`config.mk`:
```
export PLATFORM = sky130hd
export DESIGN_NAME = stream_mode_processor_flat
export DESIGN_NICKNAME = d
export VERILOG_FILES = /design/src/rtl/stream_mode_processor_pkg.sv /design/src/rtl/stream_mode_processor_if.sv /design/src/rtl/stream_mode_processor_res_meter.sv /design/src/rtl/stream_mode_processor.sv /design/src/flat_wrapper.sv
export SDC_FILE = /design/constraint.sdc
export NUM_CORES = 1
export LEC_CHECK = 0
export CORE_ASPECT_RATIO = 2
export CORE_MARGIN = 10
export CORE_UTILIZATION = 35
export CTS_CLUSTER_DIAMETER = 150
export CTS_CLUSTER_SIZE = 8
export DETAILED_ROUTE_END_ITERATION = 6
export PLACE_DENSITY_LB_ADDON = 0.05
export SLEW_MARGIN = 20
export SYNTH_ARGS = -nofsm -noshare
export SYNTH_HDL_FRONTEND = slang
export SYNTH_SLANG_ARGS = --single-unit
```
`constraint.sdc`:
```
create_clock -name iClk -period 4.75 [get_ports iClk]
set_input_delay 1.1875 -clock iClk [delete_from_list [all_inputs] [get_ports iClk]]
set_output_delay 1.1875 -clock iClk [all_outputs]
set_load 0.05 [all_outputs]
```
`src/rtl/stream_mode_processor_pkg.sv`:
```
// Shared definitions for the stream mode processor: mode codes and the luma helper.
package stream_proc_pkg;

   localparam logic [2:0] MODE_PASS   = 3'd0;
   localparam logic [2:0] MODE_GREY   = 3'd1;
   localparam logic [2:0] MODE_THRESH = 3'd2;
   localparam logic [2:0] MODE_INV    = 3'd3;
   localparam logic [2:0] MODE_RED    = 3'd4;
   localparam logic [2:0] MODE_BLACK  = 3'd7;

   // Widest channel the helper supports; callers zero-extend their channels to this.
   localparam int MAX_DATA_W = 16;
   typedef logic [MAX_DATA_W-1:0] chan_t;

   // Y = (R + 2G + B) >> 2, summed two bits wider than the channel, truncated to data_w bits.
   function automatic chan_t grey(input int data_w, input chan_t r, input chan_t g, input chan_t b);
      logic [MAX_DATA_W+1:0] sum;
      chan_t                 mask;
      sum  = {2'b00, r} + {1'b0, g, 1'b0} + {2'b00, b};
      mask = chan_t'((32'd1 << data_w) - 32'd1);
      return chan_t'(sum >> 2) & mask;
   endfunction

endpackage

```
`src/rtl/stream_mode_processor_if.sv`:
```
// Pixel stream and resolution-report bundle between capture front end, processor and writer.
interface stream_mode_processor_if #(
   parameter int DATA_W = 8,
   parameter int CNT_W  = 12
);
   logic [DATA_W-1:0] iR, iG, iB;
   logic              iHSync, iVSync, iDataValid, iLineValid;
   logic [2:0]        iMode;
   logic [DATA_W-1:0] iThreshold;

   logic [DATA_W-1:0] oR, oG, oB;
   logic              oHSync, oVSync, oDataValid, oLineValid;
   logic [CNT_W-1:0]  oWidth, oHeight;
   logic              oResValid, oFrameDone, oOverflow;

   modport master (
      output iR, iG, iB, iHSync, iVSync, iDataValid, iLineValid, iMode, iThreshold,
      input  oR, oG, oB, oHSync, oVSync, oDataValid, oLineValid,
      input  oWidth, oHeight, oResValid, oFrameDone, oOverflow
   );

   modport slave (
      input  iR, iG, iB, iHSync, iVSync, iDataValid, iLineValid, iMode, iThreshold,
      output oR, oG, oB, oHSync, oVSync, oDataValid, oLineValid,
      output oWidth, oHeight, oResValid, oFrameDone, oOverflow
   );
endinterface

```
`src/rtl/stream_mode_processor_res_meter.sv`:
```
// Frame resolution meter: saturating width/height counters, sticky saturation, commit on frame end.
module res_meter #(
   parameter int CNT_W = 12
) (
   input  logic             clk,
   input  logic             rst,
   input  logic             data_valid,
   input  logic             line_valid,
   output logic             frame_start,
   output logic [CNT_W-1:0] width,
   output logic [CNT_W-1:0] height,
   output logic             res_valid,
   output logic             frame_done,
   output logic             overflow
);

   logic             dv_prev, lv_prev, armed, sat_flag;
   logic [CNT_W-1:0] width_cnt, height_cnt, line_width;
   logic             dv_fall, lv_fall, line_end, width_sat, height_sat;
   logic [CNT_W-1:0] height_nxt, line_width_nxt;
   logic             sat_nxt;

   assign frame_start = line_valid & ~lv_prev;
   assign dv_fall     = dv_prev & ~data_valid;
   assign lv_fall     = lv_prev & ~line_valid;
   // A line ending on the same sample as the frame still belongs to that frame.
   assign line_end    = dv_fall & (line_valid | lv_prev);

   // Next-value terms shared by the counters and the commit path.
   always_comb begin
      width_sat      = data_valid & line_valid & (&width_cnt);
      height_sat     = line_end & (&height_cnt);
      height_nxt     = (line_end && !(&height_cnt)) ? height_cnt + CNT_W'(1) : height_cnt;
      line_width_nxt = dv_fall ? width_cnt : line_width;
      sat_nxt        = sat_flag | width_sat | height_sat;
   end

   // Counters, edge history and commit registers.
   always_ff @(posedge clk) begin
      if (rst) begin
         // Edge history tracks the real inputs so a frame in flight at release is not seen as a start.
         dv_prev    <= data_valid;
         lv_prev    <= line_valid;
         armed      <= 1'b0;
         sat_flag   <= 1'b0;
         width_cnt  <= '0;
         height_cnt <= '0;
         line_width <= '0;
         width      <= '0;
         height     <= '0;
         res_valid  <= 1'b0;
         frame_done <= 1'b0;
         overflow   <= 1'b0;
      end else begin
         dv_prev    <= data_valid;
         lv_prev    <= line_valid;
         width_cnt  <= data_valid ? ((&width_cnt) ? width_cnt : width_cnt + CNT_W'(1)) : '0;
         line_width <= line_width_nxt;
         height_cnt <= line_valid ? height_nxt : '0;
         sat_flag   <= line_valid ? sat_nxt : 1'b0;
         frame_done <= 1'b0;
         if (frame_start) begin
            armed <= 1'b1;
         end
         if (lv_fall && armed) begin
            width      <= line_width_nxt;
            height     <= height_nxt;
            overflow   <= sat_nxt;
            frame_done <= 1'b1;
            res_valid  <= 1'b1;
         end
      end
   end

endmodule

```
`src/rtl/stream_mode_processor.sv`:
```
// Per-frame selectable pixel operation through a fixed 2-stage pipeline, plus resolution metering.
module stream_mode_processor
   import stream_proc_pkg::*;
#(
   parameter int DATA_W = 8,
   parameter int CNT_W  = 12
) (
   input logic iClk,
   input logic iRst,
   stream_mode_processor_if.slave bus
);

   logic              frame_start;
   logic [2:0]        mode_q;
   logic [DATA_W-1:0] s1_r, s1_g, s1_b;
   chan_t             s1_y, s1_thr;
   logic              s1_hs, s1_vs, s1_dv, s1_lv;
   logic [DATA_W-1:0] px_r, px_g, px_b;

   res_meter #(.CNT_W(CNT_W)) u_res_meter (
      .clk         (iClk),
      .rst         (iRst),
      .data_valid  (bus.iDataValid),
      .line_valid  (bus.iLineValid),
      .frame_start (frame_start),
      .width       (bus.oWidth),
      .height      (bus.oHeight),
      .res_valid   (bus.oResValid),
      .frame_done  (bus.oFrameDone),
      .overflow    (bus.oOverflow)
   );

   // Mode is latched only at frame start so a frame is never processed with mixed operations.
   always_ff @(posedge iClk) begin
      if (iRst) begin
         mode_q <= MODE_PASS;
      end else if (frame_start) begin
         mode_q <= bus.iMode;
      end
   end

   // Stage 1: register pixel, syncs, threshold and the luma value.
   always_ff @(posedge iClk) begin
      if (iRst) begin
         s1_r   <= '0;
         s1_g   <= '0;
         s1_b   <= '0;
         s1_y   <= '0;
         s1_thr <= '0;
         s1_hs  <= 1'b0;
         s1_vs  <= 1'b0;
         s1_dv  <= 1'b0;
         s1_lv  <= 1'b0;
      end else begin
         s1_r   <= bus.iR;
         s1_g   <= bus.iG;
         s1_b   <= bus.iB;
         s1_y   <= grey(DATA_W, chan_t'(bus.iR), chan_t'(bus.iG), chan_t'(bus.iB));
         s1_thr <= chan_t'(bus.iThreshold);
         s1_hs  <= bus.iHSync;
         s1_vs  <= bus.iVSync;
         s1_dv  <= bus.iDataValid;
         s1_lv  <= bus.iLineValid;
      end
   end

   // Mode operation on the stage-1 pixel; blanked whenever the pixel is not valid.
   always_comb begin
      px_r = s1_r;
      px_g = s1_g;
      px_b = s1_b;
      case (mode_q)
         MODE_GREY: begin
            px_r = s1_y[DATA_W-1:0];
            px_g = s1_y[DATA_W-1:0];
            px_b = s1_y[DATA_W-1:0];
         end
         MODE_THRESH: begin
            px_r = (s1_y >= s1_thr) ? '1 : '0;
            px_g = (s1_y >= s1_thr) ? '1 : '0;
            px_b = (s1_y >= s1_thr) ? '1 : '0;
         end
         MODE_INV: begin
            px_r = ~s1_r;
            px_g = ~s1_g;
            px_b = ~s1_b;
         end
         MODE_RED: begin
            px_g = '0;
            px_b = '0;
         end
         MODE_BLACK: begin
            px_r = '0;
            px_g = '0;
            px_b = '0;
         end
         default: ;
      endcase
      if (!s1_dv) begin
         px_r = '0;
         px_g = '0;
         px_b = '0;
      end
   end

   // Stage 2: register the result and the syncs so every mode sees the same latency.
   always_ff @(posedge iClk) begin
      if (iRst) begin
         bus.oR         <= '0;
         bus.oG         <= '0;
         bus.oB         <= '0;
         bus.oHSync     <= 1'b0;
         bus.oVSync     <= 1'b0;
         bus.oDataValid <= 1'b0;
         bus.oLineValid <= 1'b0;
      end else begin
         bus.oR         <= px_r;
         bus.oG         <= px_g;
         bus.oB         <= px_b;
         bus.oHSync     <= s1_hs;
         bus.oVSync     <= s1_vs;
         bus.oDataValid <= s1_dv;
         bus.oLineValid <= s1_lv;
      end
   end

endmodule
```
`src/flat_wrapper.sv`:
```
// flat-port wrapper written by rule: the top's interface ports become plain ports
module stream_mode_processor_flat import stream_proc_pkg::*;
#(
   parameter int DATA_W = 8,
   parameter int CNT_W  = 12
)
  (iClk, iRst, bus_iR, bus_iG, bus_iB, bus_iHSync, bus_iVSync, bus_iDataValid, bus_iLineValid, bus_iMode, bus_iThreshold, bus_oR, bus_oG, bus_oB, bus_oHSync, bus_oVSync, bus_oDataValid, bus_oLineValid, bus_oWidth, bus_oHeight, bus_oResValid, bus_oFrameDone, bus_oOverflow);
  stream_mode_processor_if #(.DATA_W(DATA_W), .CNT_W(CNT_W)) bus_i ();
  input logic iClk;
  input logic iRst;
  input wire logic [$bits(bus_i.iR)-1:0] bus_iR;
  input wire logic [$bits(bus_i.iG)-1:0] bus_iG;
  input wire logic [$bits(bus_i.iB)-1:0] bus_iB;
  input wire logic [$bits(bus_i.iHSync)-1:0] bus_iHSync;
  input wire logic [$bits(bus_i.iVSync)-1:0] bus_iVSync;
  input wire logic [$bits(bus_i.iDataValid)-1:0] bus_iDataValid;
  input wire logic [$bits(bus_i.iLineValid)-1:0] bus_iLineValid;
  input wire logic [$bits(bus_i.iMode)-1:0] bus_iMode;
  input wire logic [$bits(bus_i.iThreshold)-1:0] bus_iThreshold;
  output wire logic [$bits(bus_i.oR)-1:0] bus_oR;
  output wire logic [$bits(bus_i.oG)-1:0] bus_oG;
  output wire logic [$bits(bus_i.oB)-1:0] bus_oB;
  output wire logic [$bits(bus_i.oHSync)-1:0] bus_oHSync;
  output wire logic [$bits(bus_i.oVSync)-1:0] bus_oVSync;
  output wire logic [$bits(bus_i.oDataValid)-1:0] bus_oDataValid;
  output wire logic [$bits(bus_i.oLineValid)-1:0] bus_oLineValid;
  output wire logic [$bits(bus_i.oWidth)-1:0] bus_oWidth;
  output wire logic [$bits(bus_i.oHeight)-1:0] bus_oHeight;
  output wire logic [$bits(bus_i.oResValid)-1:0] bus_oResValid;
  output wire logic [$bits(bus_i.oFrameDone)-1:0] bus_oFrameDone;
  output wire logic [$bits(bus_i.oOverflow)-1:0] bus_oOverflow;
  assign bus_i.iR = bus_iR;
  assign bus_i.iG = bus_iG;
  assign bus_i.iB = bus_iB;
  assign bus_i.iHSync = bus_iHSync;
  assign bus_i.iVSync = bus_iVSync;
  assign bus_i.iDataValid = bus_iDataValid;
  assign bus_i.iLineValid = bus_iLineValid;
  assign bus_i.iMode = bus_iMode;
  assign bus_i.iThreshold = bus_iThreshold;
  assign bus_oR = bus_i.oR;
  assign bus_oG = bus_i.oG;
  assign bus_oB = bus_i.oB;
  assign bus_oHSync = bus_i.oHSync;
  assign bus_oVSync = bus_i.oVSync;
  assign bus_oDataValid = bus_i.oDataValid;
  assign bus_oLineValid = bus_i.oLineValid;
  assign bus_oWidth = bus_i.oWidth;
  assign bus_oHeight = bus_i.oHeight;
  assign bus_oResValid = bus_i.oResValid;
  assign bus_oFrameDone = bus_i.oFrameDone;
  assign bus_oOverflow = bus_i.oOverflow;
  stream_mode_processor #(.DATA_W(DATA_W), .CNT_W(CNT_W)) u_core (.iClk(iClk), .iRst(iRst), .bus(bus_i));
endmodule
```
# Word level (Yosys, flattened, before mapping)
# Cells that the tools add are included.
[totals]
out_inout_bits = 55
reg_bits = 158
elab_cells = 74
inputBits = 41
[op_classes]
n_addsub = 4
n_reduce_logical = 9
n_bitwise = 17
muxes = 7
magnitude_cmp = 1
n_eq_ne = 5
[op_table]
columns = ["operator", "count"]
rows = [
  ["8-bit one-hot mux with 4 select lines", 3],
  ["12-bit by 1-bit adder with 12-bit output, second input constant", 2],
  ["12-bit 2-to-1 mux", 2],
  ["8-bit inverter", 3],
  ["12-bit AND reduction", 2],
  ["16-bit greater-or-equal comparator", 1],
  ["10-bit by 8-bit adder with 10-bit output", 1],
  ["8-bit by 9-bit adder with 10-bit output", 1],
  ["8-bit 2-to-1 mux", 1],
  ["2-bit OR reduction", 4],
  ["1-bit bitwise AND", 7],
  ["3-bit by 2-bit equality test with 1-bit output, second input constant", 2],
  ["3-bit equality test, second input constant", 2],
  ["1-bit inverter", 4],
  ["3-bit by 1-bit equality test with 1-bit output, second input constant", 1],
  ["1-bit bitwise OR", 3],
  ["1-bit logical AND", 2],
  ["1-bit logical NOT", 1],
  ["1-bit 2-to-1 mux", 1],
]

# Longest topological paths before layout
# Gate-level depths: netlist (run 1).
[depth]
ltp_word = 5
depth_mapped = 8
depth_no_buf = 8

# Cells and area by module
# A second synthesis (run 1) with hierarchy kept.
[unflattened]
hier_cells = 641
hier_area_um2 = 5889.4
[modules_own_cells]
columns = ["module", "instances", "seq_area_each_um2", "cells_each", "area_each_um2"]
rows = [
  ["stream_mode_processor", 1, 1501.4, 332, 3144.3],
  ["res_meter", 1, 1341.3, 309, 2745.1],
]

# Worst setup path after synthesis (run 1)
# OpenSTA, ideal clock, no wires.
[synth_path]
path_kind = "input to register"
start = "input bus_iB[2]"
end = "register u_core.s1_y[6]"
t_required_ns = 4.622
n_path_buf = 0
setup_ns = 0.128
cell_stages = 7
t_arrival_ns = 2.954
path_slack_ns = 1.668
cell_sequence = "fa_1 -> ha_1 -> nand4_1 -> a2111oi_0 -> o22ai_1 -> xor2_1 -> nor2_1"
[synth_via]
elab_chain_cells = 1
[synth_lines]
columns = ["item", "line", "rtl"]
rows = [
  ["from (decl)", "flat_wrapper.sv:13", "input wire logic [$bits(bus_i.iB)-1:0] bus_iB;"],
  ["10-bit by 8-bit adder with 10-bit output", "stream_mode_processor_pkg.sv:19", "sum = {2'b00, r} + {1'b0, g, 1'b0} + {2'b00, b};"],
  ["to (signal assigned)", "stream_mode_processor.sv:58", "s1_y <= grey(DATA_W, chan_t'(bus.iR), chan_t'(bus.iG), chan_t'(bus.iB));"],
  ["to (decl)", "stream_mode_processor.sv:16", "chan_t s1_y, s1_thr;"],
]
# Every way passes these cells.
# A chain may end at the register's enable or synchronous reset.

# Worst setup path in the final report (run 1)
# Ends and elaborated chain as after synthesis.

==> results.yml, run 1 <==
floorplanning:
  die-area_um2: 22700
  initial_core_util_pct: 35.43
  chipWidth_um: 111.7
  fp.dieH_um: 203.3
  rows: 67
  core_um2: 16600
  ios: 96
pwr:
  peakVddDrop_v: 0.0002053
  power_leakage_nw: 2.892
  power_per_cell_area_nw_per_um2: 390.2
  finalPower_mw: 2.950
cells_and_area:
  layout-drive-gt1-share_pct: 6.040
  antenna_cells: 0
  final_cell_mix: "dfxtp_1, nor2_1, clkdlybuf4s50_1"
  fin_cells: 952
  n_fill_cell: 1648
  layout_commonest_cell: "dfxtp_1"
  areaGrowthSynthToFinish_pct: 28.55
  final_net_count: 798
  design_area_um2: 7560
drt:
  drc: 0
  vias_per_cell: 4.857
  vias: 4624
  wirelength_um: 14470
  firstDrtPassIters: 6
  ant_nets: 0
  drtIter0Drc: 231
  wire_per_inst_um: 15.20
place:
  gp_congestion: 0.7896
  placed_cell_area_um2: 6980
  dpl.hpwl_um: 10630
  place_ws_ps: 830.2
  place_inst: 920
  io_buffers: 95
yosys:
  ys_warn_count: 0
  synth_top_cell_by_area: "dfxtp_1"
  ys_types: 41
  synth_edf_count: 0
  netlist_area_um2: 5881
  synth_area_leaders: "dfxtp_1, nor2_1, a21oi_1"
  async_reset_ff_share_pct: 0
  synthDominantCellAreaShare_pct: 48.34
  synthCells: 650
  synth.avg_cell_area_um2: 9.047
  yosysSeqAreaShare_pct: 48.34
  synth.ff_latch_count: 142
  synth_ff_type: "dfxtp_1"
  synth_nets: 716
setup_path:
  worstPathRequired_ps: 5020
  crit_fanout: 3
  crit_path_cell_trace: "clkdlybuf4s50_1, fa_1, ha_1, nand4_1, a2111oi_0, o22ai_1, xor2_1, nor2_1"
  worstSetupPathType: "primary input to flip-flop"
  cp_slowest_cell: "a2111oi_0"
  worst_setup_path_end_kind: "flip-flop"
  startpoint_type: "primary input"
  crit_buf_inv: 1
  path_delay_family: "compound AO/OA/AOI/OAI gates"
  worstPathArrival_ps: 3750
  cpPeakStageDelay_ps: 770
timing:
  worst_pin_slew_ps: 1081
  finalCritPeriodShare_pct: 73.31
  maxSlewHeadroom_pct: 27.66
  rsz0062_at_grt: "no"
  period_needed_ps: 3482
  layout_setup_ws_ps: 1268
  drv_slew: 0
  clock_skew_ps: 8.022
  tns_ps: 0
  setup_violations: 0
  finalHoldViolCount: 0
  max_freq_ghz: 0.2872
global_route:
  grt_antenna_before_repair: 0
  grt_pass1_wl_um: 24150
  first_global_vias: 4590
  grt_use_total_pct: 12.91
  grt_max_degree: 89
  grt_overflow_total: 0
clock_network:
  clkSinkCount: 142
  cts_resized: 0
  clk_latency_ps: 410
  root_buffer: "clkbuf_16"
  cts_buffers: 17
  ctsLongestPathBuffers: 2
  postCtsHoldBufs: 0
  h-tree-depth: 4
  cts_tree: "yes"
  cts_setup_buffers: 0
  cts.clk_slew.worst_paths_ps: 60
status:
  status: "completed"
flow_run:
  maxCapViolCount: 0
worst_hold_path:
  hold_path_class: "flip-flop to flip-flop"
[final cells by class]
cell class              instances  area [µm²]  area share, %
flip-flops and latches        142        2843          37.60
multi-input cells             445        2798          37.01
clock buffers                  21       470.5          6.223
clock inverters                11       108.9          1.440
well taps                     207       259.0          3.426
repair buffers                100       983.4          13.01
inverters                      26       97.59          1.291
[logic make-up after synthesis]
| group | count (synthesis) | synth area share, % |
|---|---|---|
| AOI/OAI and AO/OA | 158 | 16.66 |
| xor gates and xnor gates | 17 | 2.532 |
| adders and majority gates | 25 | 6.340 |
| buffers and inverters | 63 | 4.212 |
| DFF | 142 | 48.34 |
| muxes | 18 | 3.064 |
| and+or+nand+nor | 227 | 18.85 |
[registers in the layout, summed over array words and instances, names as in the netlist, 3 cells and up]
| name | cells |
|---|---|
| u_core.u_res_meter.height_cnt | 12 |
| u_core.u_res_meter.width_cnt | 12 |
| u_core.s1_y | 8 |
| u_core.u_res_meter.width | 12 |
| u_core.bus.oB | 8 |
| u_core.bus.oR | 8 |
| u_core.u_res_meter.line_width | 12 |
| u_core.s1_b | 8 |
| u_core.mode_q | 3 |
| u_core.s1_r | 8 |
| u_core.s1_g | 8 |
| u_core.u_res_meter.height | 12 |
| u_core.s1_thr | 8 |
| u_core.bus.oG | 8 |
[final timing paths]
check / start / endpoint / slack (ps) / cells past startpoint
setup / recovery: bus_iB[2] / u_core.s1_y[6] / 1270 / 8
setup reg to reg: u_core.mode_q[1] / u_core.bus.oG[6] / 2290 / 6
hold reg to reg: u_core.s1_lv / u_core.bus.oLineValid / 440 / 1
hold / removal: u_core.s1_lv / u_core.bus.oLineValid / 440 / 1
[cell usage after synthesis, types with 3 or more instances]
| master | n |
|---|---|
| dfxtp_1 | 142 |
| nor2_1 | 104 |
| a21oi_1 | 68 |
| nor2b_1 | 42 |
| a211oi_1 | 31 |
| clkbuf_1 | 29 |
| inv_1 | 26 |
| nand2_1 | 23 |
| mux2i_1 | 18 |
| a31oi_1 | 17 |
| ha_1 | 17 |
| a21o_1 | 16 |
| nand3_1 | 16 |
| nor3_1 | 16 |
| o21ai_0 | 14 |
| xor2_1 | 14 |
| fa_1 | 8 |
| nand4_1 | 8 |
| buf_1 | 4 |
| and4_1 | 3 |
| buf_2 | 3 |
| nand2b_1 | 3 |
| o21a_1 | 3 |
| xnor2_1 | 3 |
[metal layers]
metal | global-route usage [%] | routed length, µm | vias up
li1 | - | - | 2409
met1 | 16.46 | 6837 | 2101
met2 | 19.46 | 6652 | 98
met3 | 3.883 | 716 | 16
met4 | 6.042 | 261 | 0
met5 | 0 | 0 | -
[where the power goes]
group | internal (mW) | switching [mW] | leakage (nW) | total, mW
clock network | 0.766 | 0.513 | 0.272 | 1.28
logic | 0.164 | 0.222 | 1.46 | 0.387
registers | 1.24 | 0.0420 | 1.16 | 1.28
[worst reg2reg max path: stages (launching register included)]
cell	delay, ps
dfxtp_1	600
nor2b_1	90
buf_4	220
nor2_1	830
a21oi_1	160
a21o_1	200
a31oi_1	250
[metrics by stage]
stage | utilization (%) | hold slack (ps)
2_1_floorplan | - | 413.8
3_3_place_gp | 42.05 | 425.3
3_5_place_dp | 42.05 | 428.2
4_1_cts | 45.55 | 445.5
5_1_grt | 45.55 | 460.1
6_report | 45.55 | 440.2
Note: power is estimated with default switching activity, not from simulation.
==> run 2: changes to the inputs <==
clock period = 3.51 ns   (was 4.75 ns; I/O delays follow)
==> run 2 against run 1 <==
Via count increased by 0.41%. Clock power up 55%. Non-clock buffer count up 2. Sequential cell count did not move. Critical path depth increased by 1. Global-route usage is 0.15 points higher. Cell area up 1.4%. Clock skew up 0.91 ps. Sequential power is 36% higher. Critical path type unchanged. Largest cell class unchanged. Highest routed layer unchanged.
==> results.yml, run 2 (synthesized netlist as in run 1, its figures left out) <==
cells_and_area:
  design_area_um2: 7662
  areaGrowthSynthToFinish_pct: 30.30
  n_fill_cell: 1657
  fin_cells: 953
  multi_input_area_um2: 2798
  antenna_cells: 0
  layout_commonest_cell: "dfxtp_1"
  regArea_um2: 2843
  layout-drive-gt1-share_pct: 6.300
  final_net_count: 800
  final_cell_mix: "dfxtp_1, nor2_1, clkdlybuf4s50_1"
setup_path:
  ff2ff_path_depth: 5
  cp_slowest_cell: "fa_1"
  regToRegEndpoint: "u_core.bus.oG[6]"
  worst_setup_path_end_kind: "flip-flop"
  reg2reg_slack_ps: 1370
  worstPathRequired_ps: 3780
  crit_path_cell_trace: "clkdlybuf4s50_1, fa_1, ha_1, nand4_1, a2111oi_0, buf_4, o22ai_1, xor2_1, nor2_1"
  startpoint_type: "primary input"
  worstSetupPathType: "primary input to flip-flop"
  cpPeakStageDelay_ps: 540
  crit_fanout: 3
  rr_startpoint: "u_core.mode_q[2]"
  worstPathArrival_ps: 3190
clock_network:
  clkSinkCount: 142
  cts_tree: "yes"
  ctsLongestPathBuffers: 2
  cts_buffers: 17
  cts_resized: 0
  h-tree-depth: 4
  cts.clk_slew.worst_paths_ps: 60
  cts_setup_buffers: 0
  postCtsHoldBufs: 0
  root_buffer: "clkbuf_16"
  clk_latency_ps: 420
pwr:
  power_per_cell_area_nw_per_um2: 555.2
  power_leakage_nw: 2.936
  peakVddDrop_v: 0.0003534
  finalPower_mw: 4.254
floorplanning:
  initial_core_util_pct: 35.43
  chipWidth_um: 111.7
  die-area_um2: 22700
  core_um2: 16600
  rows: 67
  ios: 96
  fp.dieH_um: 203.3
worst_hold_path:
  min_from: "u_core.s1_lv"
  whs_endpoint: "u_core.bus.oLineValid"
  hold_path_class: "flip-flop to flip-flop"
  whs_path_depth: 1
timing:
  drv_slew: 0
  clock_skew_ps: 8.927
  worst_pin_slew_ps: 991.0
  period_needed_ps: 2910
  max_freq_ghz: 0.3436
  maxSlewHeadroom_pct: 33.93
  tns_ps: 0
  setup_violations: 0
  finalCritPeriodShare_pct: 82.92
  layout_setup_ws_ps: 599.6
  rsz0062_at_grt: "no"
  finalHoldViolCount: 0
global_route:
  first_global_vias: 4529
  grt_overflow_total: 0
  grt_pass1_wl_um: 24380
  grt_antenna_before_repair: 0
  grt_use_total_pct: 13.06
  grt_max_degree: 89
flow_run:
  maxCapViolCount: 0
place:
  io_buffers: 95
  place_ws_ps: 170.5
  gp_congestion: 0.8190
  place_inst: 922
  placed_cell_area_um2: 7008
  dpl.hpwl_um: 10500
status:
  status: "completed"
drt:
  vias: 4643
  vias_per_cell: 4.872
  wirelength_um: 14490
  wire_per_inst_um: 15.21
  drtIter0Drc: 217
  drc: 0
  firstDrtPassIters: 4
  ant_nets: 0
==> run 2: cell count changes in the layout (fill, tap and decap cells not counted) <==
cell       previous run  this run
clkbuf_1              1         0
buf_12                0         1
buf_4                 5         6
inv_6                 2         0
clkbuf_8              3         1
clkinv_2              1         0
bufinv_16             1         5
clkinv_4              3         4
==> run 2: layer usage <==
| metal | share of wire [%] | vias to the layer above | track usage [%] |
|---|---|---|---|
| met5 | 0 | - | 0 |
| li1 | - | 2405 | - |
| met3 | 6.1 | 15 | 4.266 |
| met2 | 45 | 121 | 19.71 |
| met1 | 47 | 2102 | 16.81 |
| met4 | 1.6 | 0 | 5.120 |
==> run 2: layout make-up <==
cell class                 instances  share of cell area, %
inverter                          26                  1.274
clock buffer                      18                  5.732
tap                              207                  3.380
timing repair buffer             102                  13.19
clock inverter                    13                  2.809
multi-input combinational        445                  36.51
sequential                       142                  37.10
==> run 2: worst max path at each step <==
stage,from,end,slack (ps),cells after the start
5_1_grt,bus_iB[2],u_core.s1_y[6],450,9
6_report,bus_iB[2],u_core.s1_y[6],600,9
2_1_floorplan,bus_iB[2],u_core.s1_y[6],740,7
3_3_place_gp,bus_iB[2],u_core.s1_y[6],210,9
3_5_place_dp,bus_iB[2],u_core.s1_y[6],170,9
4_1_cts,bus_iB[2],u_core.s1_y[6],620,9
==> run 2: power by group <==
group / internal, mW / switching (mW)
registers: 1.68 / 0.0560
clock network: 1.28 / 0.708
logic: 0.228 / 0.303
==> run 2: worst max-delay path: cells and delay by family <==
family | cells | cell delay, ps
buffers and inverters | 2 | 660
AOI/OAI and AO/OA | 2 | 520
adders and majority gates | 2 | 840
and+or+nand+nor | 2 | 140
xor gates and xnor gates | 1 | 140
==> run 2: metrics by stage <==
stage          hold slack [ps]  util, %
5_1_grt                  460.7    46.16
3_5_place_dp             424.8    42.22
3_3_place_gp             429.3    42.22
2_1_floorplan            413.8        -
4_1_cts                  439.5    46.16
6_report                 435.0    46.16
==> patch (config.mk and constraints of run 1) <==
`DATA_W` is set to 8 in 3 places; all go to 10.
--- a/src/rtl/stream_mode_processor_if.sv
+++ b/src/rtl/stream_mode_processor_if.sv
@@ -1,6 +1,6 @@
 // Pixel stream and resolution-report bundle between capture front end, processor and writer.
 interface stream_mode_processor_if #(
-   parameter int DATA_W = 8,
+   parameter int DATA_W = 10,
    parameter int CNT_W  = 12
 );
    logic [DATA_W-1:0] iR, iG, iB;
--- a/src/rtl/stream_mode_processor.sv
+++ b/src/rtl/stream_mode_processor.sv
@@ -2,7 +2,7 @@
 module stream_mode_processor
    import stream_proc_pkg::*;
 #(
-   parameter int DATA_W = 8,
+   parameter int DATA_W = 10,
    parameter int CNT_W  = 12
 ) (
    input logic iClk,
--- a/src/flat_wrapper.sv
+++ b/src/flat_wrapper.sv
@@ -1,7 +1,7 @@
 // flat-port wrapper written by rule: the top's interface ports become plain ports
 module stream_mode_processor_flat import stream_proc_pkg::*;
 #(
-   parameter int DATA_W = 8,
+   parameter int DATA_W = 10,
    parameter int CNT_W  = 12
 )
   (iClk, iRst, bus_iR, bus_iG, bus_iB, bus_iHSync, bus_iVSync, bus_iDataValid, bus_iLineValid, bus_iMode, bus_iThreshold, bus_oR, bus_oG, bus_oB, bus_oHSync, bus_oVSync, bus_oDataValid, bus_oLineValid, bus_oWidth, bus_oHeight, bus_oResValid, bus_oFrameDone, bus_oOverflow);
Interface: changed (7 resized); port bits go from 96 to 110. No check against the original RTL was run, so the function may have changed too.
==> patch against run 1 <==
Cell count rose by 25%; power increased by 17%; sequential cell count is 16 higher; area after synthesis increased by 23%; sequential power is 15% higher; highest routed layer unchanged; wire length increased by 55%; sequential share of layout area is 2.8 points lower; setup slack got worse by 0.28 ns; design area grew 20%.
==> patch: results <==
set metrics [dict create \
    yosys_register_bits 158 \
    clkPwrFrac 0.395 \
    synthesis.nets 912 \
    status "finished clean" \
    r2r_setup_slack_ns 0.98 \
    combPwrFrac 0.176 \
    path_max_fanout 41 \
    drive_gt1_frac 0.0593 \
    synth_largest_area_cell "dfxtp_1" \
    placed_area_um2 8500 \
    synthAdderAreaFrac 0.0638 \
    power.total_mw 3.44 \
    viasPerCell 5.31 \
    r2r_end "u_core.bus.oB[4]" \
    leakagePower_nw 3.24 \
    signal_buffers 117 \
    grt.total_usage 0.166 \
    clkbuf_count 22 \
    grt_pass1_wl_um 35000 \
    finalInstanceArea_um2 9090 \
    synthMuxAreaShare 0.0236 \
    seq_area_frac_synth 0.436 \
    synth_cell_types 56 \
    portBuffers 109 \
    seq_share 0.348 \
    worstSetupPathType "reg -> reg" \
    synthTopCellsByArea "dfxtp_1, o21ai_0, nor2b_1, a211oi_1, nand2_1" \
    buffer_area_frac 0.126 \
    fill_cells 2018 \
    fin_util 0.444 \
    yosys.area_share.xor_xnor 0.0217 \
    finClkSkew_ns 0.00834 \
    multi_input_cells 603 \
    grt_max_degree 55 \
    hpwl_um 16600 \
    overflow 0 \
    drt-initial-drc-count 434 \
    grt_pass1_vias 6397 \
    gp_congestion 0.846 \
    inverters_excl_clock 18 \
    nets 995 \
    cp-startpoint "u_core.mode_q[2]" \
    crit_arrival_ns 4.04 \
    p_int_mw 2.43 \
    drt_wl_total_um 22400 \
    slew_headroom 0.270 \
    post-place-ws_ns 0.721 \
    r2r_cells 5 \
    synth_compound_area_frac 0.218 \
    clock_latency_ns 0.43 \
    clock_area_frac 0.0645 \
]
## patch: worst max-delay path, stage by stage, from the launching register on
cell,delay (ns)
dfxtp_1,0.73
clkinv_1,1.05
nand2_1,0.98
o21ai_0,0.17
a211oi_1,0.25
a21boi_0,0.42
## patch: per-layer routing
layer	wire, µm	track usage	up-vias
li1	-	-	3101
met1	7750	0.160	2981
met2	12300	0.305	216
met3	1130	0.0350	43
met4	1230	0.107	0
met5	0	0	-
## patch: how the worst max path moves through the flow
stage	depth (start not counted)	slack, ns	to
floorplan	7	1.57	u_core.s1_y[9]
global placement	8	0.76	u_core.s1_y[9]
detailed placement	8	0.72	u_core.s1_y[9]
CTS	8	1.18	u_core.s1_y[9]
global route	5	0.73	u_core.bus.oB[4]
finish	5	0.98	u_core.bus.oB[4]
## patch: metrics by stage
step,instances,hold slack (ns)
floorplan,832,0.414
global placement,1162,0.416
detailed placement,1162,0.425
CTS,1194,0.439
global route,1194,0.463
finish,1194,0.435
